--- src/rtl/pulse_shaper_tx.sv ---
// Request-driven pulse generator: fixed-width high pulses separated by a minimum gap,
// with a saturating queue of pending requests. Optional done flag via PULSE_SHAPER_TX_DONE_EN.
//
// state | meaning
// IDLE  | no pulse in progress, pulse_out low
// HIGH  | pulse_out high for HIGH_CYC cycles
// GAP   | pulse_out low for GAP_CYC cycles before the next pulse may start
module pulse_shaper_tx #(
   parameter int unsigned HIGH_CYC = 4,
   parameter int unsigned GAP_CYC  = 4,
   parameter int unsigned PEND_W   = 3
) (
   input  logic              clk,
   input  logic              rst_n,
   input  logic              req,
   output logic              pulse_out,
   output logic              busy,
   output logic [PEND_W-1:0] pend_cnt,
   output logic              overflow
`ifdef PULSE_SHAPER_TX_DONE_EN
   ,
   output logic              done
`endif
);

   typedef enum logic [1:0] {
      ST_IDLE = 2'd0,
      ST_HIGH = 2'd1,
      ST_GAP  = 2'd2
   } state_t;

   localparam logic [7:0]        HIGH_LD  = 8'(HIGH_CYC - 1);
   localparam logic [7:0]        GAP_LD   = 8'(GAP_CYC - 1);
   localparam logic [PEND_W-1:0] PEND_MAX = '1;

   state_t            state_q, state_d;
   logic [7:0]        cnt_q, cnt_d;
   logic [PEND_W-1:0] pend_q, pend_d;
   logic              pulse_q, pulse_d;
   logic              busy_q, busy_d;
   logic              ovf_q, ovf_d;
   logic              gap_end;
   logic              pend_inc;
   logic              pend_dec;

   always_comb begin
      state_d  = state_q;
      cnt_d    = cnt_q;
      pend_d   = pend_q;
      ovf_d    = 1'b0;
      gap_end  = (state_q == ST_GAP) && (cnt_q == 8'd0);
      pend_dec = gap_end && (pend_q != '0);
      // A request on the last gap cycle with an empty queue launches the pulse directly.
      pend_inc = req && (state_q != ST_IDLE) && !(gap_end && (pend_q == '0));

      case (state_q)
         ST_IDLE: begin
            if (req) begin
               state_d = ST_HIGH;
               cnt_d   = HIGH_LD;
            end
         end
         ST_HIGH: begin
            if (cnt_q == 8'd0) begin
               state_d = ST_GAP;
               cnt_d   = GAP_LD;
            end else begin
               cnt_d = cnt_q - 8'd1;
            end
         end
         ST_GAP: begin
            if (cnt_q == 8'd0) begin
               if ((pend_q != '0) || req) begin
                  state_d = ST_HIGH;
                  cnt_d   = HIGH_LD;
               end else begin
                  state_d = ST_IDLE;
               end
            end else begin
               cnt_d = cnt_q - 8'd1;
            end
         end
         default: begin
            state_d = ST_IDLE;
            cnt_d   = 8'd0;
         end
      endcase

      if (pend_inc && !pend_dec) begin
         if (pend_q == PEND_MAX) begin
            ovf_d = 1'b1;
         end else begin
            pend_d = pend_q + PEND_W'(1);
         end
      end else if (pend_dec && !pend_inc) begin
         pend_d = pend_q - PEND_W'(1);
      end

      pulse_d = (state_d == ST_HIGH);
      busy_d  = (state_d != ST_IDLE);
   end

   always_ff @(posedge clk or negedge rst_n) begin
      if (!rst_n) begin
         state_q <= ST_IDLE;
         cnt_q   <= 8'd0;
         pend_q  <= '0;
         pulse_q <= 1'b0;
         busy_q  <= 1'b0;
         ovf_q   <= 1'b0;
      end else begin
         state_q <= state_d;
         cnt_q   <= cnt_d;
         pend_q  <= pend_d;
         pulse_q <= pulse_d;
         busy_q  <= busy_d;
         ovf_q   <= ovf_d;
      end
   end

   assign pulse_out = pulse_q;
   assign busy      = busy_q;
   assign pend_cnt  = pend_q;
   assign overflow  = ovf_q;

`ifdef PULSE_SHAPER_TX_DONE_EN
   logic done_q, done_d;

   // High during the final gap cycle, i.e. set by the edge that completes the gap countdown.
   always_comb begin
      done_d = (state_d == ST_GAP) && (cnt_d == 8'd0);
   end

   always_ff @(posedge clk or negedge rst_n) begin
      if (!rst_n) begin
         done_q <= 1'b0;
      end else begin
         done_q <= done_d;
      end
   end

   assign done = done_q;
`endif

endmodule

--- config.mk ---
export PLATFORM = sky130hd
export DESIGN_NAME = pulse_shaper_tx
export DESIGN_NICKNAME = d
export VERILOG_FILES = /design/src/rtl/pulse_shaper_tx.sv
export SDC_FILE = /design/constraint.sdc
export NUM_CORES = 1
export LEC_CHECK = 0
export CORE_AREA = 5 5 53 55
export DETAILED_ROUTE_END_ITERATION = 8
export DIE_AREA = 0 0 58 60
export GPL_TIMING_DRIVEN = 0
export HOLD_SLACK_MARGIN = 0.1
export PLACE_DENSITY_LB_ADDON = 0.2
export RECOVER_POWER = 50
export SYNTH_ARGS = -nofsm -noshare
export SYNTH_HDL_FRONTEND = slang
export SYNTH_SLANG_ARGS = --single-unit
--- constraint.sdc ---
create_clock -name clk -period 2.35 [get_ports clk]
set_input_delay 0.5875 -clock clk [delete_from_list [all_inputs] [get_ports clk]]
set_output_delay 0.5875 -clock clk [all_outputs]
set_load 0.1 [all_outputs]
Word level (Yosys, flattened, before mapping)

Cells that the tools add are included.

Word-level logic and storage cells: 51
Register bits after elaboration: 16
Output and inout port bits: 6

$add $sub $neg: 3
Reductions and logical operators: 20
Mux-type cells: 15
Equality and inequality tests: 7

Operators by type and width:

| operator                                                           | count |
|---|---|
| 8-bit two-way mux                                                  | 4 |
| 8-bit one-hot mux with 3 select lines                              | 1 |
| 3-bit two-way mux                                                  | 3 |
| 8-bit logical NOT                                                  | 1 |
| 8-bit by 1-bit subtractor with 8-bit output, second input constant | 1 |
| 1-bit logical AND                                                  | 7 |
| 2-bit two-way mux                                                  | 3 |
| 2-bit one-hot mux with 3 select lines                              | 1 |
| 2-bit nonzero test                                                 | 3 |
| 2-bit by 1-bit == test with 1-bit output, second input constant    | 2 |
| 2-bit != test, second input constant                               | 2 |
| 2-bit AND reduction                                                | 2 |
| 3-bit by 1-bit adder with 3-bit output, second input constant      | 1 |
| 3-bit == test, second input constant                               | 1 |
| 1-bit logical NOT                                                  | 3 |
| 3-bit logical NOT                                                  | 1 |
| 1-bit two-way mux                                                  | 3 |
| 3-bit by 2-bit != test with 1-bit output, second input constant    | 1 |
| 3-bit nonzero test                                                 | 1 |
| 3-bit by 1-bit subtractor with 3-bit output, second input constant | 1 |
| 2-bit == test, second input constant                               | 1 |
| 2-bit logical NOT                                                  | 1 |
| 1-bit logical OR                                                   | 1 |

Depth between registers and ports, before layout

Gate-level depths: netlist of run 1.

Depth after elaboration: 9
Gate-level depth with buffers: 9
Mapped depth without buffers: 9

Worst setup path before layout of run 1

Ideal clock, no wire load.

Kind: register -> register
Start point: register cnt_q[0]
End point: register pend_q[1] (netlist: pend_cnt[1])
Path buffers: 0
Arrival: 2293 ps
Cell stages (with the launch flop): 10
Required time: 2212 ps
Slack: -81 ps
Library setup time: 138 ps
Path through: dfrtp_1 -> inv_1 -> ha_1 -> nor4b_4 -> a31oi_1 -> inv_1 -> fa_1 -> or2_2 -> mux2i_1 -> a221oi_2

Elaborated cells between the ends (all ways): 14
Those cells by class: eq/ne: 1; mux: 1; reduce/logical: 12

RTL lines:

| element                | line | text |
|---|---|---|
| start, declared        | 37   | `logic [7:0] cnt_q, cnt_d;` |
| start signal, assigned | 113  | `cnt_q <= cnt_d;` |
| 8-bit logical NOT (*)  | 51   | `gap_end = (state_q == ST_GAP) && (cnt_q == 8'd0);` |
| 1-bit logical AND (*)  | 51   |  |
| 1-bit logical AND      | 54   | `pend_inc = req && (state_q != ST_IDLE) && !(gap_end && (pend_q == '0));` |
| 1-bit logical NOT      | 54   |  |
| 1-bit logical AND      | 54   |  |
| 1-bit logical AND (*)  | 89   | `if (pend_inc && !pend_dec) begin` |
| 3-bit two-way mux (*)  | 89   |  |
| named net pend_d[1]    | 38   | `logic [PEND_W-1:0] pend_q, pend_d;` |
| end signal, assigned   | 114  | `pend_q <= pend_d;` |
| end, declared          | 38   |  |

Mark *: on every way through the listed nets, which the timed path passes. The rest lies on a longest branch.
A chain may end at the register's enable or synchronous reset.

Worst setup path after layout of run 1

Start point: register cnt_q[1]
End point: register pend_q[1] (netlist: pend_cnt[1])

The elaborated chain is that of the path after synthesis.

==> results.md, run 1 <==
- The flow ran to the end, and the final reports show no timing, DRC or antenna violations.
- The die is 58 microns wide.
- The number of antenna repair diodes is 0.
- Summed over all cells, the static leakage comes to 0.612 nW.
- The cell chosen for the clock root is sky130_fd_sc_hd__clkbuf_4.
- Each instance of the synthesized netlist takes up on average 9.26 sq um.
- The internal portion of the total power is 0.935 mW.
- Power spread over the standard cell area amounts to 1370 nW/um^2.
- The clock latency on the worst-skew pair is 0.29 ns.
- 9 I/O pins were placed.
- The count of final hold-check violations is 0.
- Of the total synthesized cell area, the portion taken by full adders, half adders and majority gates is 0.0756.
- The required time at the worst-slack endpoint is 2.52 ns.
- The complex-gate fraction of the synthesized area is 0.268.
- Setup violations remaining at the end of the flow were counted as 0.
- The path class of the tightest hold or removal check is register to register.
- The cell area after synthesis is 1090 sq um.
- The number of global-route vias before repair came to 919.
- The clock sink total is 16.
- The max-slew headroom at the worst pin is 0.358.
- For the pin with the worst max-slew slack, the measured transition is 0.961 ns.
- The maximum number of pins on one net before global-route repair is 17.
- The number of flops mapped to enable cells by yosys is 0.
- The height of the die is 60 microns.
- The xor and xnor area share after synthesis is 0.
- The buffer depth of the longest clock path is 2.
- Clock skew on the completed layout was measured at 0.00115 ns.
- The switching power summed over all nets is 0.917 mW.
- The number of slew-limit violations in the final report is 0.
- CTS built an H-tree with a depth of 1.
- Setup repair after global routing could not meet its margin everywhere.
- By area, the combinational part of the netlist is dominated by compound AO/OA/AOI/OAI gates.
- For this run, the total global-route usage over all layers was measured as 0.150.
- Row generation in the floorplan step produced 18 rows.
- In this run the tool buffered the top-level ports with 8 buffer cells.
- The share of total power dissipated in combinational logic is 0.657.
- Dividing the detail-routed via count by the number of cells gives 6.03.
- Of all flip-flops after synthesis, the portion carrying an async set or reset was 1.00.
- The number of antenna violations at the first check in global routing is 0.
- The proportion of synthesized chip area in sequential cells is 0.367.
- The area enclosed by the die boundary is 3480 sq um.
- The share of power burned in registers is 0.243.
- At the worst endpoint, the arrival time is 2.47 ns.
- Among all flip-flop cells after synthesis, the most frequent one is sky130_fd_sc_hd__dfrtp_1.
- The remaining global-route overflow is 0.
- The number of CTS-inserted buffers is 3.
- By startpoint and endpoint, the worst setup path is classified as register to register.
- The synthesized net count is 127.
- The area fraction in and, or, nand and nor cells after synthesis is 0.230.
- STA classifies the critical path startpoint as a register.
- The endpoint kind of the worst setup timing path is a register.
- Timing would allow up to 435 MHz.
- The overall routed net length is 2360 microns.
- The tool flagged a number of max-cap violations equal to 0.
- After legalization and detailed placement, the total HPWL measured 1650 microns.
- The starting density of the core is 0.466.
- The share of post-route cells with drive strength above 1 is 0.232.
- The clock edge transition at the registers on the reported setup and hold paths is 0.10 ns.
- The clock tree from TritonCTS is yes.
- The via total after detailed routing is 1013.
- The signed area change from the synthesized netlist to the final layout is 23.8%.
- The worst path needs 2.30 ns of the cycle, external delays included.
- In this run the remaining antenna-violating nets after routing total 0.
- The first global-routing pass estimated 4040 microns of wire.
- Counting distinct cell types in the post-synthesis netlist gives 40.
- The number of cells produced by synthesis is 118.
- The wire length per cell after detailed routing is 14.1 microns.
- For the final routed database, the setup TNS stands at 0 ns.
- The count of TritonRoute iterations in the first routing pass is 4.
- The synthesized design contains 16 register bits.
- The floorplan step defined a core boundary enclosing 2340 sq um.
- In the finished design, the share of the clock period the worst path needs comes to 0.979.
- The share of the core filled with cells is 0.577.
- The share of total power dissipated in the clock network is 0.100.
- IR analysis of the VDD net gives a maximum drop of 1.05 mV.
- The net count of the finished layout is 148.
- The number of DRC markers in iteration 0 is 45.
- Routability-driven placement finished with a final weighted congestion of 0.824.
- Measured against the total synthesized area, the mux share comes to 0.00916.
- The number of warning messages in the yosys log is 0.
- Of the total power, the share spent switching nets is 0.495.
- The number of remaining DRC errors is 0.
- In this run the worst path has a maximum fanout of 5.
worst max-delay path, stage by stage, from the launching register on:
cell                       delay, ns
sky130_fd_sc_hd__dfrtp_1        0.40
sky130_fd_sc_hd__inv_1          0.10
sky130_fd_sc_hd__ha_4           0.16
sky130_fd_sc_hd__nor4b_4        0.28
sky130_fd_sc_hd__a31oi_4        0.14
sky130_fd_sc_hd__inv_2          0.10
sky130_fd_sc_hd__fa_2           0.46
sky130_fd_sc_hd__or2_2          0.29
sky130_fd_sc_hd__mux2i_1        0.17
sky130_fd_sc_hd__a221oi_2       0.09
flip-flops by register name (all words and copies together), names as in the netlist:
signal / count
pulse_out: 1
cnt_q: 8
busy: 1
overflow: 1
pend_cnt: 3
state_q: 2
placed cells by master, fill, tap and decap left out, types with 2 or more instances in the layout:
cell type	n
sky130_fd_sc_hd__clkbuf_1	3
sky130_fd_sc_hd__a311oi_1	2
sky130_fd_sc_hd__a21oi_1	6
sky130_fd_sc_hd__buf_2	2
sky130_fd_sc_hd__inv_1	7
sky130_fd_sc_hd__o211a_1	2
sky130_fd_sc_hd__inv_2	2
sky130_fd_sc_hd__ha_2	2
sky130_fd_sc_hd__a211o_1	2
sky130_fd_sc_hd__o31ai_1	3
sky130_fd_sc_hd__o32ai_1	2
sky130_fd_sc_hd__o21ai_0	10
sky130_fd_sc_hd__nor2b_1	5
sky130_fd_sc_hd__or4b_1	2
sky130_fd_sc_hd__or2_2	2
sky130_fd_sc_hd__nand3_1	3
sky130_fd_sc_hd__ha_1	2
sky130_fd_sc_hd__dlygate4sd2_1	5
sky130_fd_sc_hd__or3_1	2
sky130_fd_sc_hd__nand2_1	5
sky130_fd_sc_hd__dfrtp_1	16
sky130_fd_sc_hd__buf_4	8
sky130_fd_sc_hd__nor4_1	4
sky130_fd_sc_hd__nor3_1	2
sky130_fd_sc_hd__clkbuf_4	3
sky130_fd_sc_hd__nor2_1	8
sky130_fd_sc_hd__a31oi_1	2
power groups by stage:
stage                     logic [mW]  clock network [mW]  registers, mW
after floorplan                0.658                   0          0.664
after global placement          1.06                   0          0.463
after CTS                       1.15               0.193          0.456
after detailed placement        1.08                   0          0.466
final                           1.22               0.185          0.450
after global routing            1.32               0.204          0.465
per-layer routing:
layer	up-vias	GRT usage	wire, microns
met5	-	0	0
met4	0	0.0662	27
met3	4	0.0259	60
met2	18	0.237	1140
met1	501	0.200	1130
li1	490	-	-
through the flow:
stage | worst slack, ns | area, sq um | total power, mW | std cells | hold slack (ns)
3_5_place_dp | -0.477 | 1230 | 1.55 | 156 | 0.534
3_3_place_gp | -0.457 | 1230 | 1.52 | 156 | 0.522
5_1_grt | -0.0524 | 1350 | 1.99 | 168 | 0.549
4_1_cts | 0.000752 | 1310 | 1.80 | 163 | 0.560
6_report | 0.0494 | 1350 | 1.85 | 168 | 0.520
2_1_floorplan | 0.00381 | 1110 | 1.32 | 118 | 0.292
path summary, 6_finish.rpt:
kind	from	endpoint	slack, ns	cells after the start
max in group asynchronous	rst_n	pend_cnt[0]	1.12	1
worst max-delay path	cnt_q[1]	pend_cnt[1]	0.05	9
min in group asynchronous	rst_n	cnt_q[4]	0.78	1
worst min-delay path	cnt_q[1]	cnt_q[1]	0.52	2
worst min register to register	cnt_q[1]	cnt_q[1]	0.52	2
worst max register to register	cnt_q[1]	pend_cnt[1]	0.05	9
repair_timing:
item	CTS	global route
hold buffers	0	0
buffers inserted	3	5
gates resized for setup	12	5
hold endpoints to repair	0	0
endpoints found under the setup margin	7	3
pin swaps	1	2
cell families (layout without fill, tap and decap cells):
family,after synthesis,in the layout
adders and majority gates,6,6
muxes,1,1
and+or+nand+nor,41,41
AOI/OAI and AO/OA,40,40
buffers and inverters,14,34
DFF,16,16
cell type report:
type	instances	area, sq um
clock buffers	4	36.3
fillers	206	990
flip-flops and latches	16	400
well taps	30	37.5
inverters	9	33.8
repair buffers	16	131
multi-input cells	88	692
plain buffers	5	21.3
synthesized netlist by cell type, types with 2 or more instances:
master                      n  share of area
sky130_fd_sc_hd__a311oi_1   2          0.016
sky130_fd_sc_hd__a211o_1    2          0.016
sky130_fd_sc_hd__nor2b_1    5          0.029
sky130_fd_sc_hd__o21ai_0   10          0.046
sky130_fd_sc_hd__dfrtp_1   16           0.37
sky130_fd_sc_hd__nor2_1     8          0.027
sky130_fd_sc_hd__or3_1      2          0.011
sky130_fd_sc_hd__a31oi_1    3          0.017
sky130_fd_sc_hd__o32ai_1    2          0.016
sky130_fd_sc_hd__nor4_1     5          0.029
sky130_fd_sc_hd__buf_2      2         0.0092
sky130_fd_sc_hd__clkbuf_1   3          0.010
sky130_fd_sc_hd__ha_1       5          0.057
sky130_fd_sc_hd__or2_2      2          0.011
sky130_fd_sc_hd__nand2_1    5          0.017
sky130_fd_sc_hd__o211a_1    2          0.018
sky130_fd_sc_hd__a21oi_1    6          0.027
sky130_fd_sc_hd__o31ai_1    3          0.021
sky130_fd_sc_hd__inv_1      9          0.031
sky130_fd_sc_hd__nor3_1     2         0.0092
sky130_fd_sc_hd__or4b_1     2          0.018
sky130_fd_sc_hd__nand3_1    3          0.014
sky130_fd_sc_hd__nand2b_1   2          0.011
Power figures use the tool's default switching activity.
==> run 2: changes to the inputs <==
--- a/config.mk
+++ b/config.mk
@@ -7,5 +7,6 @@
 export LEC_CHECK = 0
-export CORE_AREA = 5 5 53 55
+export ABC_AREA = 1
+export CORE_AREA = 5 5 72 74
 export DETAILED_ROUTE_END_ITERATION = 8
-export DIE_AREA = 0 0 58 60
+export DIE_AREA = 0 0 77 79
 export GPL_TIMING_DRIVEN = 0
--- a/constraint.sdc
+++ b/constraint.sdc
@@ -3,2 +3,2 @@
 set_output_delay 0.5875 -clock clk [all_outputs]
-set_load 0.1 [all_outputs]
+set_load 0.01 [all_outputs]
==> run 2 against run 1 <==
  * Synthesized area fell by 0.69%
  * Clock-buffer cell count fell by 1
  * Via count fell by 11%
  * Worst hold slack improved by 0.014 ns
  * Wire length rose by 0.13%
  * Flip-flop and latch count did not move
  * Final area fell by 6.5%
  * Combinational power fell by 86%
  * Die area rose by 75%
  * Critical path depth fell by 1
  * Global-route usage fell by 6.2 points
  * Critical path type is now primary input to register
  * Largest cell class unchanged
  * Largest power group is now registers
  * Highest routed layer unchanged
==> results.md, run 2 <==
- The run finished with clean final reports.
- The Yosys step of the flow raised 0 warnings.
- The count of final hold-check violations is 0.
- The number of maximum-capacitance constraint violations is 0.
- Synthesis instantiated 27 different standard cells from the library.
- The number of DRC markers in iteration 0 is 30.
- In the global route stage, overall resource usage came out at 0.0881.
- After detailed placement, the total cell area comes to 1230 sq um.
- Of the available clock period, the critical path in the final layout requires 0.853.
- The number of resized instances in the post-cts repair step is 0.
- In this run, placement finished with an instance count of 202.
- The leading area contributor after synthesis is sky130_fd_sc_hd__dfrtp_1.
- The first global-routing pass estimated 4290 microns of wire.
- Traced cell by cell, the critical path runs through clkdlybuf4s50_1 > nand2_1 > inv_1 > nand2_1 > fa_1 > nand3b_1 > nand4_1 > nand2_1.
- Ranked by instance count, the synthesized netlist is headed by sky130_fd_sc_hd__nand2_1, sky130_fd_sc_hd__nand3_1, sky130_fd_sc_hd__inv_1.
- In this run the worst hold path is classified as register to register.
- Once detail routing completed, the nets flagged for antenna violations numbered 0.
- For this run, the top clock speed supported by timing is 499 MHz.
- In the final routed layout, each cell accounts on average for 11.5 microns.
- The number of cells produced by synthesis is 140.
- The height of the die is 79 microns.
- The share of synthesized area in the top cell type comes to 0.369.
- The origin of the critical flop-to-flop path is state_q[1].
- The number of antenna violations at the first check in global routing came to 0.
- The layout net count is 162.
- The largest individual stage delay along the critical path comes from the cell sky130_fd_sc_hd__clkdlybuf4s50_1.
- Wires add up to 2370 microns.
- From synthesis to final layout, the design area changed by 16.6%.
- The worst setup path is of the primary input to register kind.
- In this run the core area contains 25 standard-cell rows.
- The worst min-delay path endpoint is pend_cnt[2].
- Setup repair after global routing left no endpoint under its margin.
- In the layout the commonest cells are sky130_fd_sc_hd__nand2_1, sky130_fd_sc_hd__nand3_1, sky130_fd_sc_hd__inv_1, sky130_fd_sc_hd__dfrtp_1, sky130_fd_sc_hd__nor2_1.
- The endpoint arrival time on the critical path is 2.15 ns.
- Entering global routing, the biggest net connects 17 pins.
- The number of endpoints failing setup at the final stage is 0.
- The routability congestion estimate is 0.884.
- The total area inside the core boundary comes to 4540 sq um.
- The max-slew headroom at the worst pin is 0.484.
- Leaving out fill and tap cells, the most frequent cell in the layout is sky130_fd_sc_hd__nand2_1.
- The endpoint identified for the worst register-to-register timing path is pend_cnt[2].
- After detailed routing, the number of remaining DRC violations is 0.
- The hold-critical path depth is 2.
- The most numerous cell type found on the critical path is sky130_fd_sc_hd__nand2_1.
- Counting flops with an async set or reset pin after synthesis yields a share of 1.00.
- In the final layout, the share of cells above drive strength 1 is 0.132.
- The count of TritonRoute iterations in the first routing pass is 4.
- The dominant cell by count in the synthesized netlist is sky130_fd_sc_hd__nand2_1.
- Data on the critical path is required at its endpoint by 2.49 ns.
- The clock edge transition at the registers on the reported setup and hold paths is 0.06 ns.
- The kind of start point of the critical path is a primary input.
- By area the synthesized netlist is led by sky130_fd_sc_hd__dfrtp_1, sky130_fd_sc_hd__nand2_1, sky130_fd_sc_hd__nand3_1.
- The cell area after synthesis is 1080 sq um.
- The initial utilization of the core area, before any placement, comes to 0.239.
- The endpoint kind of the worst setup timing path is a register.
- The deepest level of the CTS H-tree is 1.
- The power density over the cells is 574 nW/um^2.
- The fill cell instance count of the final layout is 487.
- Clock skew on the completed layout was measured at 0.00315 ns.
- The number of CTS-inserted buffers is 3.
- The setup slack of the critical path after layout is 0.344 ns.
- The number of top-level pins is 9.
- The post-route worst hold slack is 0.534 ns.
- The leakage dissipation is 0.626 nW.
- In this run the horizontal extent of the chip is 77 microns.
- In this run, synthesis inferred 0 flip-flops with an integrated enable.
- In the routed layout, each cell is associated on average with a via count of 4.40.
- A synthesized cell averages 7.75 sq um.
- The repair_antennas step left the layout with diodes totalling 0.
- At the later pin of the worst-skew pair, clock insertion delay measures 0.25 ns.
- The time the worst path needs with I/O delays and setup is 2.01 ns.
- The number of global-route vias before repair came to 981.
- Setup total negative slack on the finished layout was measured at 0 ns.
- In this run the tool buffered the top-level ports with 8 buffer cells.
- The logic depth of the worst register-to-register path is 10.
- After global routing the overflow that remains totals 0.
- The multi-input gate area in the final layout is 591 sq um.
- The flip-flop count of the largest register, all copies and words added is 8.
- The finished cells cover 1260 sq um.
- In the final layout, flip-flops and latches occupy 400 sq um.
- The flop-to-flop setup slack is 0.37 ns.
- The most flop-heavy register is cnt_q.
- The share of the Yosys chip area taken by registers is 0.369.
- The number of slew-limit violations in the final report is 0.
- For this run, the leading register cell type out of synthesis is sky130_fd_sc_hd__dfrtp_1.
- The buffer depth of the longest clock path is 2.
- The largest driver fanout on the critical path is 4.
- The finished layout holds 205 standard cells, fillers aside.
- The number of setup buffers added after CTS is 0.
- VDD sags by at most 0.413 mV.
- The clock tree from TritonCTS is yes.
- For this design, the sink count on the clock tree is 16.
- The placement-stage worst setup slack is 0.0874 ns.
- After synthesis the netlist holds a flip-flop and latch count of 16.
- The final route contains 903 vias.
- The cts-stage hold buffer count is 0.
- At the pin with the least slew margin, the transition time is 0.771 ns.
- The worst hold path startpoint is pend_cnt[2].
- The area enclosed by the die boundary is 6080 sq um.
- Synthesis produced a netlist with a net count of 149.
- The largest stage delay on the critical path is 0.53 ns.
- Once detailed placement completed, the half-perimeter wirelength came to 1820 microns.
- The cell sitting at the root of the clock tree is a sky130_fd_sc_hd__clkbuf_8.
## run 2: changes by cell type in the layout (fill, tap and decap cells not counted), sizes merged, moves of 7 or more
cell,previous run,this run
inv,9,21
nand3,3,22
buf,10,0
nor2,8,18
nand2,5,35
clkdlybuf4s50,0,7
## run 2: cell type report
type	count	area share
Tap cell	54	0.0534
Multi-Input combinational cell	102	0.467
Sequential cell	16	0.317
Inverter	22	0.0673
Clock buffer	3	0.0326
Timing Repair Buffer	8	0.0633
## run 2: logic make-up (layout without fill, tap and decap cells)
| logic type | Yosys count | after routing | share of synthesized area |
|---|---|---|---|
| buffers and inverters | 22 | 33 | 0.0784 |
| AO/OA/AOI/OAI | 13 | 13 | 0.0727 |
| flip-flops | 16 | 16 | 0.369 |
| XOR/XNOR | 3 | 3 | 0.0242 |
| adder cells (fa/ha/maj) | 6 | 6 | 0.0761 |
| AND/OR/NAND/NOR | 80 | 80 | 0.379 |
## run 2: critical path, delay by kind of cell
family                   cells  cell delay [ns]
buffers and inverters        2             0.63
adder cells (fa/ha/maj)      1             0.38
AND/OR/NAND/NOR              5             0.54
## run 2: how the worst max path moves through the flow
stage	startpoint	end	slack (ns)
2_1_floorplan	state_q[1]	pend_cnt[2]	0.57
4_1_cts	req	pend_cnt[2]	0.35
3_3_place_gp	req	pend_cnt[2]	0.11
5_1_grt	state_q[1]	pend_cnt[2]	0.18
3_5_place_dp	req	pend_cnt[2]	0.09
6_report	req	pend_cnt[2]	0.34
## run 2: per-stage QoR
step / power, mW / util
2_1_floorplan: 0.442 / -
3_3_place_gp: 0.527 / 0.272
3_5_place_dp: 0.530 / 0.272
4_1_cts: 0.746 / 0.281
5_1_grt: 0.781 / 0.279
6_report: 0.727 / 0.279
## run 2: per-layer routing
layer | part of all wire | up-vias | GRT usage | wire [microns]
li1 | - | 475 | - | -
met1 | 0.49 | 404 | 0.109 | 1150
met2 | 0.47 | 20 | 0.150 | 1100
met3 | 0.033 | 4 | 0.0170 | 79
met4 | 0.014 | 0 | 0.0361 | 32
met5 | 0 | - | 0 | 0
## run 2: power breakdown
part	switching, mW	total (mW)	internal, mW	leakage, nW
registers	0.0400	0.345	0.305	0.181
logic	0.0853	0.176	0.0909	0.423
clock network	0.0921	0.206	0.114	0.0216
total	0.217	0.727	0.509	0.626
==> run 3: changes to the inputs <==
clock period = 2.45 ns   (was 2.35 ns; I/O delays follow)
==> run 3 against run 2 <==
  * First-iteration DRC count rose by 17%
  * Global-route usage stayed put
  * Clock skew hardly changed
  * Final area fell by 1.3%
  * Final cell count did not move
  * Clock power is 4% lower
  * Highest routed layer unchanged
==> results.md, run 3 (synthesis gave the netlist of run 2 again) <==
- The final period utilization is 0.857.
- The origin of the critical flop-to-flop path is cnt_q[1].
- The count of final hold-check violations came to 0.
- The setup slack of the critical path after layout is 0.351 ns.
- Entering global routing, the biggest net connects 17 pins.
- The number of resized instances in the post-cts repair step is 0.
- The most critical setup path has its startpoint at cnt_q[1].
- The first global-routing pass estimated 4290 microns of wire.
- For this run, design rule violations remaining after detail routing come to 0.
- The clock tree from TritonCTS is yes.
- The number of antenna violations at the first check in global routing is 0.
- Clock-pin slew was measured on the worst setup and hold paths at 0.06 ns.
- Across all layers, the routed design uses 905 vias.
- Along the worst path, the maximum fanout reaches 8.
- On the worst path, the slowest cell contributes a delay of 0.57 ns.
- The count of TritonRoute iterations in the first routing pass is 4.
- Excluding fillers, the count of instances in the completed layout stands at 205.
- The placed standard-cell area is 1230 sq um.
- The buffer count from post-CTS setup fixing is 0.
- The core area is 4540 sq um.
- The worst setup path is captured at a register.
- After detailed routing, the average wire length per cell comes to 11.6 microns.
- The count of buffer and inverter cells on the critical path is 2.
- Leaving out fill and tap cells, the most frequent cells in the layout are sky130_fd_sc_hd__nand2_1, sky130_fd_sc_hd__nand3_1, sky130_fd_sc_hd__inv_1, sky130_fd_sc_hd__dfrtp_1, sky130_fd_sc_hd__nor2_1.
- The layout net count is 162.
- The count of antenna-violating nets left after detailed routing is 0.
- Clock skew on the completed layout was measured at 0.00345 ns.
- The most critical setup path has its endpoint at cnt_q[5].
- Across the VDD grid, the largest voltage drop is 0.397 mV.
- STA classifies the critical path startpoint as a register.
- The width of the die is 77 microns.
- The number of global-route vias before repair is 981.
- The achievable frequency is 476 MHz.
- The time the worst path needs with I/O delays and setup is 2.10 ns.
- For the worst setup path, the data required time is 2.58 ns.
- Overall power consumption after layout is estimated at 0.697 mW.
- The clock latency on the worst-skew pair is 0.25 ns.
- The max-slew headroom at the worst pin is 0.484.
- The worst register-to-register path ends at cnt_q[5].
- Traced cell by cell, the critical path runs through inv_1 > ha_1 > nand2_2 > nor2_1 > nand3_4 > nand2_4 > inv_4 > nand3_1 > o21ai_1.
- Max-cap violations in this run came to 0.
- The routability congestion estimate is 0.884.
- The number of endpoints failing setup at the final stage is 0.
- The critical-path cell with the highest stage delay is sky130_fd_sc_hd__nor2_1.
- The analysis attributes to cell leakage a power of 0.596 nW.
- The tree is rooted in a sky130_fd_sc_hd__clkbuf_8.
- The flop-to-flop setup slack is 0.35 ns.
- Setup repair after global routing left no endpoint under its margin.
- The flow ran to the end, and the final reports show no timing, DRC or antenna violations.
- CTS built an H-tree with a depth of 1.
- The number of DRC markers in iteration 0 is 35.
- The floorplan has 25 rows.
- The total routing resource utilization after global routing is 0.0881.
- Input and output buffers added on the ports amount to 8.
- After detailed placement, the design holds a cell count of 202.
- Buffers inserted to repair hold after CTS numbered 0.
- The endpoint arrival time on the critical path is 2.23 ns.
- The overall routed net length is 2370 microns.
- The buffer depth of the longest clock path is 2.
- Of the cells placed in the final design, the portion with a size suffix greater than 1 is 0.126.
- The kind of cell adding the most delay to the critical path is simple AND/OR/NAND/NOR gates.
- Compared with the post-synthesis result, the final layout area differs by 15.1%.
- By startpoint and endpoint, the worst setup path is classified as register to register.
- The actual transition at the worst max-transition pin is 0.771 ns.
- Setup total negative slack on the finished layout was measured at 0 ns.
- At the placement stage, the worst setup path has a slack of 0.162 ns.
- For the worst flop-to-flop path, the logic depth is 9.
- The flip-flop count of the largest register, all copies and words added is 8.
- In this run the vertical extent of the chip is 79 microns.
- The clock sink total is 16.
- Summed over all nets, the half-perimeter wirelength after detailed placement is 1820 microns.
- The initial utilization of the core area, before any placement, comes to 0.239.
- The number of slew-limit violations in the final report came to 0.
- Once layout is done, the placed cells without fillers occupy 1250 sq um.
- The class of the most critical hold timing path is register to register.
- The most flop-heavy register is cnt_q.
- Leaving out fill and tap cells, the most frequent cell in the layout is sky130_fd_sc_hd__nand2_1.
- The critical path runs through a total of 9 cells.
- The power density over the cells is 558 nW/um^2.
- The area enclosed by the die boundary is 6080 sq um.
- The number of top-level pins is 9.
- Counting the fill cells in the layout gives 489.
- The number of antenna repair diodes is 0.
- The remaining global-route overflow is 0.
- The ratio of routed vias to standard cells is 4.41.
- Counting the buffers created by CTS gives 3.
## run 3: cell count changes in the layout (fill, tap and decap cells not counted)
cell,delta
sky130_fd_sc_hd__nor2_1,+1
sky130_fd_sc_hd__nor2_8,-1
## run 3: how the worst min path moves through the flow
stage                start          end  cells after the start
4_1_cts        pend_cnt[2]  pend_cnt[2]                      2
6_report       pend_cnt[2]  pend_cnt[2]                      2
3_3_place_gp   pend_cnt[2]  pend_cnt[2]                      2
5_1_grt        pend_cnt[2]  pend_cnt[2]                      2
2_1_floorplan        rst_n         busy                      0
3_5_place_dp   pend_cnt[2]  pend_cnt[2]                      2
## run 3: report_power, final
group,switching [mW],total (mW),internal [mW]
Combinational,0.0817,0.169,0.0871
Sequential,0.0384,0.331,0.292
Clock,0.0888,0.198,0.109
## run 3: metrics by stage
stage | hold slack (ns) | utilization
3_5_place_dp | 0.519 | 0.272
2_1_floorplan | 0.317 | -
6_report | 0.534 | 0.275
4_1_cts | 0.537 | 0.281
3_3_place_gp | 0.521 | 0.272
5_1_grt | 0.578 | 0.275
## run 3: layer usage
metal,global-route usage,part of all wire,vias to the layer above
met5,0,0,-
met4,0.0361,0.013,0
met3,0.0170,0.031,4
met2,0.150,0.47,18
met1,0.109,0.49,408
li1,-,-,475
## run 3: worst min-delay path: stages, from the launching register on
cell	delay, ns
sky130_fd_sc_hd__dfrtp_1	0.39
sky130_fd_sc_hd__nand2_1	0.07
sky130_fd_sc_hd__nand2_1	0.05
## run 3: cell type report
| class | count | area [sq um] | area share |
|---|---|---|---|
| multi-input cells | 102 | 574 | 0.460 |
| flip-flops and latches | 16 | 400 | 0.321 |
| inverters | 22 | 85.1 | 0.0681 |
| repair buffers | 8 | 80.1 | 0.0641 |
| well taps | 54 | 67.6 | 0.0541 |
| clock buffers | 3 | 41.3 | 0.0331 |
